--- src/rtl/pic_pkg.sv ---
// Shared picture-path definitions: sequencer state encoding, default picture
// geometry and the baud divider helper.
package pic_pkg;

  localparam int unsigned PIC_SIZE_DEF = 9604;  // 98x98 RGB332
  localparam int unsigned ADDR_W_DEF   = 14;

  typedef enum logic [2:0] {
    ST_IDLE,
    ST_FETCH,
    ST_LOAD,
    ST_START,
    ST_DATA,
    ST_STOP
  } pic_state_t;

  // Clock cycles per UART bit (integer division, remainder dropped).
  function automatic int unsigned baud_cnt_max(input int unsigned clk_freq,
                                               input int unsigned baud_rate);
    return clk_freq / baud_rate;
  endfunction

endpackage

--- src/rtl/uart_byte_tx.sv ---
// Single-byte 8N1 serialiser, LSB first. A byte is accepted on load_i while
// ready_o is high. tx_o is a register that follows the internal bit state one
// cycle later, so the line waveform trails state transitions by one clock.
// byte_done_o is high during the final cycle of the stop-bit state.
module uart_byte_tx
  import pic_pkg::*;
#(
  parameter int unsigned BAUD_CNT_MAX = 5208
) (
  input  logic       clk_i,
  input  logic       rst_i,
  input  logic       load_i,
  input  logic [7:0] data_i,
  output logic       ready_o,
  output logic       byte_done_o,
  output logic       tx_o
);

  localparam int unsigned CNT_W = (BAUD_CNT_MAX > 1) ? $clog2(BAUD_CNT_MAX) : 1;
  localparam logic [CNT_W-1:0] CNT_LAST = CNT_W'(BAUD_CNT_MAX - 1);

  pic_state_t       state_q, state_d;
  logic [CNT_W-1:0] baud_q, baud_d;
  logic [2:0]       bit_q, bit_d;
  logic [7:0]       shift_q, shift_d;
  logic             tx_q, tx_d;
  logic             bit_end;

  assign bit_end = (baud_q == CNT_LAST);
  assign ready_o = (state_q == ST_IDLE);
  assign tx_o    = tx_q;

  // Next-state logic: walk START, 8 DATA bits, STOP, each BAUD_CNT_MAX cycles.
  always_comb begin
    state_d     = state_q;
    baud_d      = baud_q;
    bit_d       = bit_q;
    shift_d     = shift_q;
    byte_done_o = 1'b0;
    case (state_q)
      ST_IDLE: begin
        if (load_i) begin
          state_d = ST_START;
          shift_d = data_i;
          baud_d  = '0;
          bit_d   = '0;
        end
      end
      ST_START: begin
        if (bit_end) begin
          baud_d  = '0;
          state_d = ST_DATA;
        end else begin
          baud_d = baud_q + 1'b1;
        end
      end
      ST_DATA: begin
        if (bit_end) begin
          baud_d  = '0;
          shift_d = {1'b0, shift_q[7:1]};
          if (bit_q == 3'd7) begin
            state_d = ST_STOP;
          end else begin
            bit_d = bit_q + 1'b1;
          end
        end else begin
          baud_d = baud_q + 1'b1;
        end
      end
      ST_STOP: begin
        if (bit_end) begin
          baud_d      = '0;
          state_d     = ST_IDLE;
          byte_done_o = 1'b1;
        end else begin
          baud_d = baud_q + 1'b1;
        end
      end
      default: begin
        state_d = ST_IDLE;
        baud_d  = '0;
      end
    endcase
  end

  // Line level for the bit currently being held.
  always_comb begin
    case (state_q)
      ST_START: tx_d = 1'b0;
      ST_DATA:  tx_d = shift_q[0];
      default:  tx_d = 1'b1;
    endcase
  end

  // State, counters and registered line output.
  always_ff @(posedge clk_i) begin
    if (rst_i) begin
      state_q <= ST_IDLE;
      baud_q  <= '0;
      bit_q   <= '0;
      shift_q <= '0;
      tx_q    <= 1'b1;
    end else begin
      state_q <= state_d;
      baud_q  <= baud_d;
      bit_q   <= bit_d;
      shift_q <= shift_d;
      tx_q    <= tx_d;
    end
  end

endmodule

--- src/rtl/pic_uart_tx.sv ---
// Picture frame-dump transmitter: reads PIC_SIZE bytes from the picture RAM
// read port and sends each one as an 8N1 UART frame.
// Optional feature macro: PIC_UART_TX_CHECKSUM_EN appends a mod-256 sum byte.
// The sequencer holds ST_START while uart_byte_tx walks its own START/DATA/STOP
// bits; ST_STOP is a one-cycle tail that lines done up with the end of the
// (one-cycle-delayed) stop bit on the line.
module pic_uart_tx
  import pic_pkg::*;
#(
  parameter int unsigned CLK_FREQ  = 50_000_000,
  parameter int unsigned BAUD_RATE = 9600,
  parameter int unsigned PIC_SIZE  = PIC_SIZE_DEF,
  parameter int unsigned ADDR_W    = ADDR_W_DEF
) (
  input  logic              sys_clk,
  input  logic              sys_rst,
  input  logic              start,
  output logic [ADDR_W-1:0] rd_addr,
  input  logic [7:0]        rd_data,
  output logic              tx,
  output logic              busy,
  output logic              done
);

  localparam int unsigned BAUD_CNT_MAX = baud_cnt_max(CLK_FREQ, BAUD_RATE);
  localparam logic [ADDR_W-1:0] LAST_ADDR = ADDR_W'(PIC_SIZE - 1);

  pic_state_t        state_q, state_d;
  logic [ADDR_W-1:0] cnt_q, cnt_d;
  logic [ADDR_W-1:0] addr_q, addr_d;
  logic              busy_q, busy_d;
  logic              done_q, done_d;
  logic              ser_load;
  logic [7:0]        ser_data;
  logic              ser_ready;
  logic              ser_byte_done;
`ifdef PIC_UART_TX_CHECKSUM_EN
  logic [7:0]        sum_q, sum_d;
  logic              sum_phase_q, sum_phase_d;
`endif

  assign rd_addr = addr_q;
  assign busy    = busy_q;
  assign done    = done_q;

  uart_byte_tx #(
    .BAUD_CNT_MAX(BAUD_CNT_MAX)
  ) u_ser (
    .clk_i      (sys_clk),
    .rst_i      (sys_rst),
    .load_i     (ser_load),
    .data_i     (ser_data),
    .ready_o    (ser_ready),
    .byte_done_o(ser_byte_done),
    .tx_o       (tx)
  );

  // Dump sequencing: accept, fetch, load serialiser, advance or finish.
  always_comb begin
    state_d  = state_q;
    cnt_d    = cnt_q;
    addr_d   = addr_q;
    done_d   = 1'b0;
    ser_load = 1'b0;
`ifdef PIC_UART_TX_CHECKSUM_EN
    sum_d       = sum_q;
    sum_phase_d = sum_phase_q;
    ser_data    = sum_phase_q ? sum_q : rd_data;
`else
    ser_data    = rd_data;
`endif
    case (state_q)
      ST_IDLE: begin
        addr_d = '0;
        // A start coinciding with the done pulse is dropped, not queued.
        if (start && !done_q) begin
          state_d = ST_FETCH;
          cnt_d   = '0;
`ifdef PIC_UART_TX_CHECKSUM_EN
          sum_d       = '0;
          sum_phase_d = 1'b0;
`endif
        end
      end
      ST_FETCH: begin
        addr_d  = cnt_q;
        state_d = ST_LOAD;
      end
      ST_LOAD: begin
        if (ser_ready) begin
          ser_load = 1'b1;
          state_d  = ST_START;
`ifdef PIC_UART_TX_CHECKSUM_EN
          if (!sum_phase_q) begin
            sum_d = sum_q + rd_data;
          end
`endif
        end
      end
      ST_START: begin
        if (ser_byte_done) begin
`ifdef PIC_UART_TX_CHECKSUM_EN
          if (sum_phase_q) begin
            state_d = ST_STOP;
          end else if (cnt_q != LAST_ADDR) begin
            cnt_d   = cnt_q + 1'b1;
            addr_d  = cnt_q + 1'b1;
            state_d = ST_FETCH;
          end else begin
            // Sum byte needs no RAM access; rd_addr stays on the last pixel.
            sum_phase_d = 1'b1;
            state_d     = ST_LOAD;
          end
`else
          if (cnt_q != LAST_ADDR) begin
            cnt_d   = cnt_q + 1'b1;
            addr_d  = cnt_q + 1'b1;
            state_d = ST_FETCH;
          end else begin
            state_d = ST_STOP;
          end
`endif
        end
      end
      ST_STOP: begin
        state_d = ST_IDLE;
        done_d  = 1'b1;
        addr_d  = '0;
      end
      default: state_d = ST_IDLE;
    endcase
    busy_d = (state_d != ST_IDLE);
  end

  // Sequencer registers and registered outputs.
  always_ff @(posedge sys_clk) begin
    if (sys_rst) begin
      state_q <= ST_IDLE;
      cnt_q   <= '0;
      addr_q  <= '0;
      busy_q  <= 1'b0;
      done_q  <= 1'b0;
`ifdef PIC_UART_TX_CHECKSUM_EN
      sum_q       <= '0;
      sum_phase_q <= 1'b0;
`endif
    end else begin
      state_q <= state_d;
      cnt_q   <= cnt_d;
      addr_q  <= addr_d;
      busy_q  <= busy_d;
      done_q  <= done_d;
`ifdef PIC_UART_TX_CHECKSUM_EN
      sum_q       <= sum_d;
      sum_phase_q <= sum_phase_d;
`endif
    end
  end

endmodule

--- config.mk ---
export PLATFORM = sky130hd
export DESIGN_NAME = pic_uart_tx
export DESIGN_NICKNAME = d
export VERILOG_FILES = /design/src/rtl/pic_pkg.sv /design/src/rtl/uart_byte_tx.sv /design/src/rtl/pic_uart_tx.sv
export SDC_FILE = /design/constraint.sdc
export NUM_CORES = 1
export LEC_CHECK = 0
export CORE_MARGIN = 2
export CORE_UTILIZATION = 62
export CTS_BUF_LIST = sky130_fd_sc_hd__clkbuf_8
export DETAILED_ROUTE_END_ITERATION = 10
export GPL_ROUTABILITY_DRIVEN = 0
export PLACE_DENSITY_LB_ADDON = 0.15
export SYNTH_ARGS = -nofsm -noshare
export SYNTH_HDL_FRONTEND = slang
export SYNTH_SLANG_ARGS = --single-unit
--- constraint.sdc ---
create_clock -name sys_clk -period 3.3 [get_ports sys_clk]
set_input_delay 0.66 -clock sys_clk [delete_from_list [all_inputs] [get_ports sys_clk]]
set_output_delay 0.66 -clock sys_clk [all_outputs]
set_load 0.1 [all_outputs]
== Yosys cells after proc, flatten, opt, wreduce, memory -nomap -nowiden ==
Cells that the tools add are included.

* Register bits: 61
* Bits of input ports: 11
* Logic and storage cells: 79

* Reduce and logical (&&, ||, !) cells: 15
* Multiplexer cells: 32
* Equal/unequal tests: 19
* $add $sub $neg: 3

{| class="wikitable"
|+ Operators by type and width
! kind !! count
|-
| two-way mux 14 bit || 3
|-
| case mux 14 bit (3 select lines) || 1
|-
| two-way mux 3 bit || 12
|-
| case mux 14 bit (2 select lines) || 1
|-
| two-way mux 13 bit || 2
|-
| case mux 13 bit (2 select lines) || 1
|-
| case mux 3 bit (4 select lines) || 2
|-
| two-way mux 8 bit || 2
|-
| case mux 8 bit (2 select lines) || 1
|-
| adder 14 x 1 -> 14 bit (second input constant) || 1
|-
| inequality test 14 bit (second input constant) || 1
|-
| adder 13 x 1 -> 13 bit (second input constant) || 1
|-
| equality test 13 bit (second input constant) || 1
|-
| equality test 3 bit (second input constant) || 4
|-
| inequality test 2 bit (second input constant) || 5
|-
| equality test 3 x 2 -> 1 bit (second input constant) || 3
|-
| inequality test 2 x 1 -> 1 bit (second input constant) || 4
|-
| AND reduction 4 bit || 2
|-
| logical NOT 3 bit || 2
|-
| case mux 3 bit (2 select lines) || 1
|-
| AND reduction 3 bit || 2
|-
| nonzero test 3 bit || 2
|-
| two-way mux 1 bit || 5
|-
| AND reduction 5 bit || 1
|-
| other kinds (8) || 9
|}

== Longest topological paths before layout ==
* Depth after elaboration: 6
* Mapped depth: 9
* Gate-level depth less buffers: 6

== Hierarchy ==
From an unflattened synthesis, not the netlist that was laid out.

* Cell total of the unflattened synthesis: 372
* Area total of the unflattened synthesis: 3,205.6 µm²

{| class="wikitable"
|+ By module, submodules not included
! module !! sequential area each (µm²) !! instances !! area an instance (µm²) !! cells an instance
|-
| pic_uart_tx || 660.6 || 1 || 1,716.6 || 216
|-
| uart_byte_tx || 560.5 || 1 || 1,488.9 || 156
|}

== Least setup slack after synthesis ==
Ideal clock, no wire load.

* Kind: flip-flop to flip-flop
* From: register done_q (netlist: done)
* To: register cnt_q[6]
* Arrival: 1.921 ns
* Buffers on the path: 1
* Period minus slack after synthesis: 1.991 ns
* Path slack: 1.309 ns
* Stages on the path, launching flop included: 6
* Path through: dfxtp_1 -> nand4bb_1 -> a21boi_1 -> buf_2 -> or4b_1 -> a21oi_1

* Longest elaborated chain between the ends: 4

{| class="wikitable"
|+ RTL lines
! what !! RTL line !! RTL
|-
| start, declared || pic_uart_tx.sv:32 || <nowiki>logic done_q, done_d;</nowiki>
|-
| start signal, assigned || pic_uart_tx.sv:152 || <nowiki>done_q <= done_d;</nowiki>
|-
| logical NOT 1 bit || pic_uart_tx.sv:76 || <nowiki>if (start && !done_q) begin</nowiki>
|-
| logical AND 1 bit || pic_uart_tx.sv:76 ||
|-
| inequality test 2 bit (no source line) || -- ||
|-
| AND reduction 4 bit (no source line) || -- ||
|-
| end signal, assigned || pic_uart_tx.sv:149 || <nowiki>cnt_q <= cnt_d;</nowiki>
|-
| end, declared || pic_uart_tx.sv:29 || <nowiki>logic [ADDR_W-1:0] cnt_q, cnt_d;</nowiki>
|}

Every way passes these cells.
A chain may end at the register's enable or synchronous reset.

== Worst setup path after layout ==
* From: register u_ser.state_q[2]
* To: register addr_q[4] (netlist: rd_addr[4])

* Longest elaborated chain between the ends: 4

{| class="wikitable"
|+ RTL lines
! what !! RTL line !! RTL
|-
| start, declared || uart_byte_tx.sv:22 || <nowiki>pic_state_t state_q, state_d;</nowiki>
|-
| start signal, assigned || uart_byte_tx.sv:104 || <nowiki>state_q <= state_d;</nowiki>
|-
| equality test 3 bit || uart_byte_tx.sv:40 || <nowiki>case (state_q)</nowiki>
|-
| two-way mux 1 bit || uart_byte_tx.sv:40 ||
|-
| inequality test 2 bit (no source line) || -- ||
|-
| AND reduction 3 bit (no source line) || -- ||
|-
| end signal, assigned || pic_uart_tx.sv:150 || <nowiki>addr_q <= addr_d;</nowiki>
|-
| end, declared || pic_uart_tx.sv:30 || <nowiki>logic [ADDR_W-1:0] addr_q, addr_d;</nowiki>
|}

Every way passes these cells.

==> results.md <==
- First-pass iteration count of the detailed router: 5
- Hpwl dp: 4.79 mm
- Startpoint types: flip-flop
- Iter 0 DRT Violations: 252
- Post-synthesis register bit count: 61
- Hold Buf Count CTS: 0
- Top FF cell, synth: dfxtp_1
- XOR/XNOR Fraction of Synth Area: 2.72%
- Hold Slack: 0.458 ns
- DRC viols: 0
- Row count: 26
- Post-synthesis cell type count: 60
- Overflow after GRT: 0
- Post-synth ARST share: 0%
- Peak VDD IR: 382 µV
- Sequential fraction of the synthesis area: 37.9%
- DIE HEIGHT: 76.1 µm
- CTS tree: built
- Max clock buf depth: 2
- Combinational Power Share: 18.9%
- CTS Root Cell: clkbuf_8
- Initial antenna violation count: 0
- Biggest area consumer among synthesized cells: dfxtp_1
- Port Buffers: 27
- Slew HR: 35.2%
- First-pass GRT wire length: 12.5 mm
- Pwr dens: 503 mW/mm²
- Crit Reg-Reg Startpoint: u_ser.state_q[2]$_SDFFE_PP0P_
- Synth-to-Final Area Change: 12.2%
- Setup violators final: 0
- Vias in the first global route: 2702
- Final core utilization: 71.2%
- DIE AREA: 0.00579 mm²
- Seq pwr share: 44.1%
- Vias per cell: 6.18
- Peak Freq: 392 MHz
- Clock slew at reported path FFs: 0.08 ns
- Final setup TNS: 0 ns
- Sw Share: 32.0%
- Adder-Cell Fraction of Synth Area: 1.55%
- Post-CTS sizing: 0
- Simple-gate portion of the synthesized area: 31.4%
- Post-synth EDFFs: 0
- Synth warn: 0
- Fillers: 404
- Total track usage: 26.6%
- Post-CTS setup buffers: 0
- Worst Clk Skew: 0.00888 ns
- Most frequent cells in the layout: dfxtp_1 (61), nor2_1 (51), a21oi_1 (30)
- RSZ-0062 raised after global routing: false
- Largest family of logic cells by synthesized area: simple AND/OR/NAND/NOR gates
- Cell Area, Synth: 0.00322 mm²
- Cell Int Power: 0.00124 W
- Critical Path Fanout Max: 18
- Synth Instances: 395
- Lkg Pwr: 1.32 nW
- Outcome: finished clean
- Crit path launch: u_ser.state_q[2]$_SDFFE_PP0P_
- Share of cells above drive strength 1: 12.3%
- Final ANT Viol Nets: 0
- Ant diodes: 0
- Part of the cycle the worst path needs: 77.2%
- Commonest non-fill, non-tap cell in the layout: dfxtp_1
- Area share of the largest cell type after synthesis: 37.9%
- Syn Area/Cell: 8.16 µm²
- Clock share of power: 37.0%
- Fin. Hold Viols: 0
- H-tree depth: 3
- Crit path arrival time: 2.81 ns
- CTS Buf Count: 9
- Starting density of the core: 63.5%
- Sw Pwr: 0.000583 W
- Minimum clock period: 2.55 ns
- Clock latency on the worst-skew pair: 0.35 ns
- Synth area leaders: dfxtp_1 (38%), nor2_1 (5.9%), a21oi_1 (4.7%)
- Nets: 423
- Sink Count: 61
- Post-synthesis compound-gate area fraction: 19.8%
- Critical Path Sink Type: flip-flop
- Largest net degree at the start of global routing: 55
- Die span in x: 76.1 µm
- MaxCap Viol Count: 0
- DR WL/cell: 15.0 µm
- Core Region: 0.00507 mm²
- Post-Route WL: 7.26 mm
- Hold crit path type: flip-flop to flip-flop
- Post-synth net total: 410
- Crit Path Class: flip-flop to flip-flop
- Multiplexer share of the synthesized area: 1.59%
- Worst Path Required: 3.56 ns
- Hold_sp: rd_addr[0]$_SDFFE_PP0P_
- Slew @ Worst Pin: 0.972 ns
- Max-slew violations: 0
- Routed vias: 2986
- Top Ports: 28
## Yosys cell counts, types with 4 or more instances
| library cell | count |
|---|---|
| a211oi_1 | 11 |
| a21oi_1 | 30 |
| a311oi_1 | 10 |
| and3_1 | 8 |
| and3b_1 | 4 |
| buf_2 | 8 |
| clkbuf_1 | 16 |
| dfxtp_1 | 61 |
| ha_1 | 4 |
| mux2i_1 | 4 |
| nand2_1 | 28 |
| nand2b_1 | 4 |
| nand3_1 | 20 |
| nand3b_1 | 4 |
| nand4_1 | 4 |
| nor2_1 | 51 |
| nor2b_1 | 7 |
| nor3_1 | 17 |
| nor4_1 | 7 |
| o21ai_0 | 26 |
| or4_1 | 4 |
| xnor2_1 | 4 |
| xor2_1 | 6 |
## worst max-delay path, stage by stage, from the launching register on
cell and delay (ns):
dfxtp_1 0.66, nor4bb_1 0.31, and4_1 0.38, a311o_1 0.70
o211ai_1 0.19, a21oi_1 0.21
## registers in the layout, summed over array words and instances, names as in the netlist
signal	cells
u_ser.baud_q	13
u_ser.state_q	3
cnt_q	14
busy	1
u_ser.tx_o	1
state_q	3
u_ser.shift_q	8
rd_addr	14
u_ser.bit_q	3
done	1
## stage by stage
| stage | power (W) | cell area [µm²] | instances | setup WS (ns) |
|---|---|---|---|---|
| detailed placement | 0.00116 | 3410 | 467 | 0.754 |
| finish | 0.00182 | 3610 | 483 | 0.751 |
| global route | 0.00189 | 3610 | 483 | 0.528 |
| CTS | 0.00183 | 3610 | 483 | 0.713 |
| global placement | 0.00115 | 3410 | 467 | 0.861 |
| floorplan | 0.00108 | 3220 | 395 | 1.31 |
## power groups by stage
stage / sequential (W) / combinational (W) / clock [W]
floorplan: 0.000902 / 0.000183 / 0
finish: 0.000801 / 0.000344 / 0.000673
CTS: 0.000801 / 0.000342 / 0.000683
detailed placement: 0.000817 / 0.000340 / 0
global placement: 0.000815 / 0.000335 / 0
global route: 0.000808 / 0.000372 / 0.000711
## cells by family after synthesis
logic type | count (synthesis)
adder cells (fa/ha/maj) | 4
AND/OR/NAND/NOR | 184
buffers and inverters | 32
multiplexers | 5
flip-flops | 61
AO/OA/AOI/OAI | 99
XOR/XNOR | 10
## final timing paths
path	slack (ns)	cells after the start	end
setup / recovery	0.75	5	rd_addr[4]$_SDFFE_PP0P_
hold / removal	0.46	2	rd_addr[0]$_SDFFE_PP0P_
setup reg to reg	0.75	5	rd_addr[4]$_SDFFE_PP0P_
hold reg to reg	0.46	2	rd_addr[0]$_SDFFE_PP0P_
## per-layer routing
layer / vias to the layer above / track usage, % / part of all wire, %
met4: 0 / 15.1 / 3.0
met1: 1389 / 32.5 / 45
li1: 1478 / - / -
met5: - / 0 / 0
met3: 21 / 5.33 / 4.5
met2: 98 / 43.8 / 47
## layout make-up
type / count / area [µm²] / share of cell area (%)
clock buffers: 10 / 138 / 3.81
inverters: 2 / 7.51 / 0.208
clock inverters: 6 / 62.6 / 1.73
multi-input cells: 302 / 1840 / 50.8
repair buffers: 32 / 260 / 7.20
well taps: 70 / 87.6 / 2.42
flip-flops and latches: 61 / 1220 / 33.8
No activity file was read; power rests on OpenSTA's default activity.
